$ cat src/rtl/uart_rx_frame.sv
// UART receive framer: start, DWIDTH data bits LSB-first, optional parity, stop; UART_RX_MAJORITY_VOTE_EN enables 2-of-3 bit voting.
// Latency: stop-bit edge on rx_in to data_valid/error pulse = 2 + OVERSAMPLE/2 + 1 clk cycles.
// Backpressure: none; the consumer must accept each 1-cycle pulse as it occurs.
module uart_rx_frame #(
    parameter int DWIDTH     = 8,
    parameter int OVERSAMPLE = 8
) (
    input  logic              clk,
    input  logic              rst,
    input  logic              rx_in,
    input  logic              parity_en,
    input  logic              parity_type,
    output logic [DWIDTH-1:0] data_out,
    output logic              data_valid,
    output logic              parity_error,
    output logic              stop_error,
    output logic              busy
);

    localparam int TW = $clog2(OVERSAMPLE);
    localparam int BW = (DWIDTH > 1) ? $clog2(DWIDTH) : 1;
    localparam logic [TW-1:0] T_SAMPLE = TW'(OVERSAMPLE / 2 - 1);
    localparam logic [TW-1:0] T_LAST   = TW'(OVERSAMPLE - 1);
    localparam logic [BW-1:0] B_LAST   = BW'(DWIDTH - 1);

    typedef enum logic [2:0] {IDLE, START, DATA, PARITY, STOP} state_t;

    state_t            state_q, state_d;
    logic [TW-1:0]     tick_q, tick_d;
    logic [BW-1:0]     bitcnt_q, bitcnt_d;
    logic [DWIDTH-1:0] shift_q, shift_d;
    logic              perr_q, perr_d;
    logic              par_en_q, par_en_d;
    logic              par_type_q, par_type_d;
    logic [DWIDTH-1:0] dout_d;
    logic              dv_d, pe_d, se_d;
    logic              rx_s1, rxs, rxs_d;
    logic              bit_val, sample, bit_end, par_exp;

    always_ff @(posedge clk or negedge rst) begin
        if (!rst) begin
            rx_s1 <= 1'b1;
            rxs   <= 1'b1;
            rxs_d <= 1'b1;
        end else begin
            rx_s1 <= rx_in;
            rxs   <= rx_s1;
            rxs_d <= rxs;
        end
    end

`ifdef UART_RX_MAJORITY_VOTE_EN
    // rx_s1 holds the value rxs will take next cycle, so the vote window
    // S-1/S/S+1 is complete at tick S and decision timing is unchanged.
    assign bit_val = (rxs_d & rxs) | (rxs & rx_s1) | (rxs_d & rx_s1);
`else
    assign bit_val = rxs;
`endif

    assign sample  = (tick_q == T_SAMPLE);
    assign bit_end = (tick_q == T_LAST);
    assign par_exp = par_type_q ? ~^shift_q : ^shift_q;
    assign busy    = (state_q != IDLE);

    always_comb begin
        state_d    = state_q;
        tick_d     = bit_end ? '0 : tick_q + 1'b1;
        bitcnt_d   = bitcnt_q;
        shift_d    = shift_q;
        perr_d     = perr_q;
        par_en_d   = par_en_q;
        par_type_d = par_type_q;
        dout_d     = data_out;
        dv_d       = 1'b0;
        pe_d       = 1'b0;
        se_d       = 1'b0;
        case (state_q)
            IDLE: begin
                tick_d = '0;
                if (rxs_d && !rxs) begin
                    state_d    = START;
                    bitcnt_d   = '0;
                    perr_d     = 1'b0;
                    par_en_d   = parity_en;
                    par_type_d = parity_type;
                end
            end
            START: begin
                if (sample && bit_val) begin
                    state_d = IDLE;
                    tick_d  = '0;
                end else if (bit_end) begin
                    state_d = DATA;
                end
            end
            DATA: begin
                if (sample) shift_d = {bit_val, shift_q[DWIDTH-1:1]};
                if (bit_end) begin
                    if (bitcnt_q == B_LAST) state_d = par_en_q ? PARITY : STOP;
                    else bitcnt_d = bitcnt_q + 1'b1;
                end
            end
            PARITY: begin
                if (sample) perr_d = (bit_val != par_exp);
                if (bit_end) state_d = STOP;
            end
            STOP: begin
                // Resolving mid-stop-bit leaves half a bit to catch a back-to-back start edge.
                if (sample) begin
                    state_d = IDLE;
                    tick_d  = '0;
                    if (bit_val && !perr_q) begin
                        dout_d = shift_q;
                        dv_d   = 1'b1;
                    end else if (bit_val) begin
                        pe_d = 1'b1;
                    end else begin
                        se_d = 1'b1;
                        pe_d = perr_q;
                    end
                end
            end
            default: state_d = IDLE;
        endcase
    end

    always_ff @(posedge clk or negedge rst) begin
        if (!rst) begin
            state_q      <= IDLE;
            tick_q       <= '0;
            bitcnt_q     <= '0;
            shift_q      <= '0;
            perr_q       <= 1'b0;
            par_en_q     <= 1'b0;
            par_type_q   <= 1'b0;
            data_out     <= '0;
            data_valid   <= 1'b0;
            parity_error <= 1'b0;
            stop_error   <= 1'b0;
        end else begin
            state_q      <= state_d;
            tick_q       <= tick_d;
            bitcnt_q     <= bitcnt_d;
            shift_q      <= shift_d;
            perr_q       <= perr_d;
            par_en_q     <= par_en_d;
            par_type_q   <= par_type_d;
            data_out     <= dout_d;
            data_valid   <= dv_d;
            parity_error <= pe_d;
            stop_error   <= se_d;
        end
    end

endmodule

$ cat config.mk
export PLATFORM = sky130hd
export DESIGN_NAME = uart_rx_frame
export DESIGN_NICKNAME = d
export VERILOG_FILES = /design/src/rtl/uart_rx_frame.sv
export SDC_FILE = /design/constraint.sdc
export NUM_CORES = 1
export LEC_CHECK = 0
export ABC_AREA = 1
export BUFFER_PORTS_ARGS = -buffer_cell sky130_fd_sc_hd__buf_2
export CORE_MARGIN = 2
export CORE_UTILIZATION = 55
export DETAILED_ROUTE_END_ITERATION = 8
export PLACE_DENSITY = 0.75
export SLEW_MARGIN = 20
export SYNTH_ARGS = -nofsm -noshare
export SYNTH_HDL_FRONTEND = slang
export SYNTH_SLANG_ARGS = --single-unit
$ cat constraint.sdc
create_clock -name clk -period 1.9 [get_ports clk]
set_input_delay 0.19 -clock clk [delete_from_list [all_inputs] [get_ports clk]]
set_output_delay 0.19 -clock clk [all_outputs]
set_load 0.02 [all_outputs]
==> results_dict.tcl <==
set metrics [dict create \
    start_util 0.576 \
    postCtsSetupRepairBufs 0 \
    syn_inst 197 \
    grt_pass1_vias 1213 \
    layout_commonest_cell "nand2_1" \
    drtIter0Drc 65 \
    synth_nets 208 \
    routedWlPerCell_um 10.7 \
    setup_violations 0 \
    outcome "finished clean" \
    arrival_ns 1.88 \
    synth_compound_area_frac 0.135 \
    power_density_nw_per_um2 1170 \
    cp-end-kind "flip-flop" \
    synth_xor_xnor_area_share 0.00502 \
    dpl.hpwl_um 2080 \
    die_height_um 60.3 \
    fill_cells 246 \
    hold_violations 0 \
    cts_tree "done" \
    drt-met1-wl_um 1360 \
    rsz0062_at_grt "false" \
    fmax_mhz 605 \
    cp_max_fo 5 \
    antenna_found_initial 0 \
    required_ns 2.13 \
    synth.distinct_cells 28 \
    syn_area_per_cell_um2 8.86 \
    seq_area_frac_synth 0.490 \
    overflow 0 \
    met2_length_um 1340 \
    antenna_cells 0 \
    synthSimpleGateAreaFrac 0.235 \
    slew_violations 0 \
    skew_ns 0.00720 \
    clockRootBuffer "clkbuf_4" \
    die_x_um 60.3 \
    cts_buffers 5 \
    drtPass1Iterations 4 \
    r2r_setup_slack_ns 0.25 \
    globalplace.congestion 0.872 \
    synthMuxAreaShare 0 \
    clock_path_buffers 2 \
    grt.total_usage 0.182 \
    drive_gt1_frac 0.255 \
    hold_path.class "input pin to flip-flop" \
    cts.reportedPaths.clkPinSlew_ns 0.10 \
    min_to "par_en_q" \
    syn_area_um2 1750 \
    htreeDepth 2 \
    fin_crit_sh 0.869 \
    clock-sinks 34 \
    core_area_um2 3030 \
    multi_input_area_um2 729 \
    io_pins 17 \
    r2r_start "tick_q[0]" \
    grt_pass1_wl_um 4890 \
    max_slew_margin 0.515 \
    port_buffers 16 \
    nNetsFinal 230 \
    synth_top_family_by_area "simple AND/OR/NAND/NOR gates" \
    route.detailed.drc 0 \
    vias 1260 \
    synth_fa_ha_area_frac 0.0430 \
    tns_ns 0 \
    ir_drop_mv 0.618 \
    top_layer "met4" \
    layout_common_cells "nand2_1 (59), inv_1 (32), dfrtp_1 (31), o21ai_2 (17), buf_2 (16)" \
    r2r_end "state_q[1]" \
    reg2reg_depth 9 \
    ys_seq_elements 34 \
    holdWs_ns 0.0803 \
    grt_max_degree 35 \
    power.leakage_nw 0.987 \
    start_kind "flip-flop" \
    fin_crit_ns 1.65 \
    worstHoldStart "parity_en" \
    yosys_warnings 0 \
    die-area_um2 3640 \
    via_per_inst 4.77 \
    max-cap-violations 0 \
    syn_to_final_growth_pct 10.8 \
    clock_latency_ns 0.32 \
    whs_path_depth 3 \
    regArea_um2 855 \
    ant_nets 0 \
    route.met3.wl_um 120 \
    crit_type "flip-flop to flip-flop" \
    timing_worst_slew_pin_value_ns 0.728 \
    rows 20 \
    totalWireLength_um 2840 \
]
-- worst max path at each step --
stage	cells after the start	slack, ns	endpoint	start
finish	9	0.25	state_q[1]	tick_q[0]
global route	7	0.11	perr_q	tick_q[0]
CTS	5	0.25	busy	state_q[0]
detailed placement	9	0.26	state_q[1]	tick_q[0]
global placement	7	0.36	perr_q	tick_q[0]
floorplan	7	0.45	state_q[1]	tick_q[0]
-- logic make-up after synthesis --
logic type | count (synthesis)
AOI/OAI and AO/OA | 31
buffers and inverters | 38
xor gates and xnor gates | 1
and+or+nand+nor | 87
DFF | 34
adders and majority gates | 6
-- what timing repair did --
item / CTS / global route
hold buffers: 2 / 0
resized for setup: 0 / 0
endpoints found under the hold margin: 32 / 0
-- stage by stage --
step / utilization / total power, mW / instance area [um^2] / cells / worst slack (ns)
finish: 0.638 / 2.27 / 1930 / 264 / 0.248
global route: 0.638 / 2.46 / 1930 / 264 / 0.115
CTS: 0.638 / 2.29 / 1930 / 264 / 0.245
detailed placement: 0.612 / 1.87 / 1850 / 254 / 0.263
global placement: 0.612 / 1.82 / 1850 / 254 / 0.356
floorplan: - / 1.68 / 1750 / 197 / 0.445
-- registers in the layout, indices dropped and copies added, names as in the netlist --
| register | cells |
|---|---|
| par_en_q | 1 |
| perr_q | 1 |
| shift_q | 8 |
| bit_val | 1 |
| rxs_d | 1 |
| par_type_q | 1 |
| tick_q | 3 |
| bitcnt_q | 3 |
| data_valid | 1 |
| state_q | 3 |
| parity_error | 1 |
| rx_s1 | 1 |
| stop_error | 1 |
| data_out | 8 |
-- final cells by class --
| cell class | instances | area share |
|---|---|---|
| Timing Repair Buffer | 18 | 0.0518 |
| Clock inverter | 1 | 0.00259 |
| Multi-Input combinational cell | 125 | 0.377 |
| Clock buffer | 7 | 0.0285 |
| Sequential cell | 34 | 0.442 |
| Inverter | 35 | 0.0693 |
| Tap cell | 44 | 0.0285 |
-- layer usage --
layer  vias up  track usage
li1        662            -
met1       566        0.227
met2        30        0.293
met3         2       0.0448
met4         0       0.0952
met5         -            0
-- critical path: stages, from the launching register on --
cell and delay [ns]:
dfrtp_1 0.36, ha_1 0.19, ha_1 0.30, inv_1 0.12, nand2_1 0.13, nand2_1 0.06, nor2_1 0.14, nand2_1 0.11
nand2_1 0.08, nand2_1 0.05
-- power by group --
group          internal (mW)  switching (mW)
clock network          0.179           0.228
logic                  0.302           0.603
registers              0.853           0.103
total                   1.33           0.934
-- synth_stat cells (all sizes together) --
master	n	area share
a21oi	2	0.012
buf	2	0.013
clkbuf	1	0.0029
dfrtp	31	0.44
dfstp	3	0.045
ha	6	0.043
inv	35	0.077
nand2	63	0.15
nand3	4	0.011
nand4	3	0.019
nor2	12	0.033
nor3	4	0.018
nor4	1	0.0036
o2111ai	1	0.0050
o21ai	27	0.11
o22ai	1	0.0036
xnor2	1	0.0050
(Power assumes the default switching activity.)
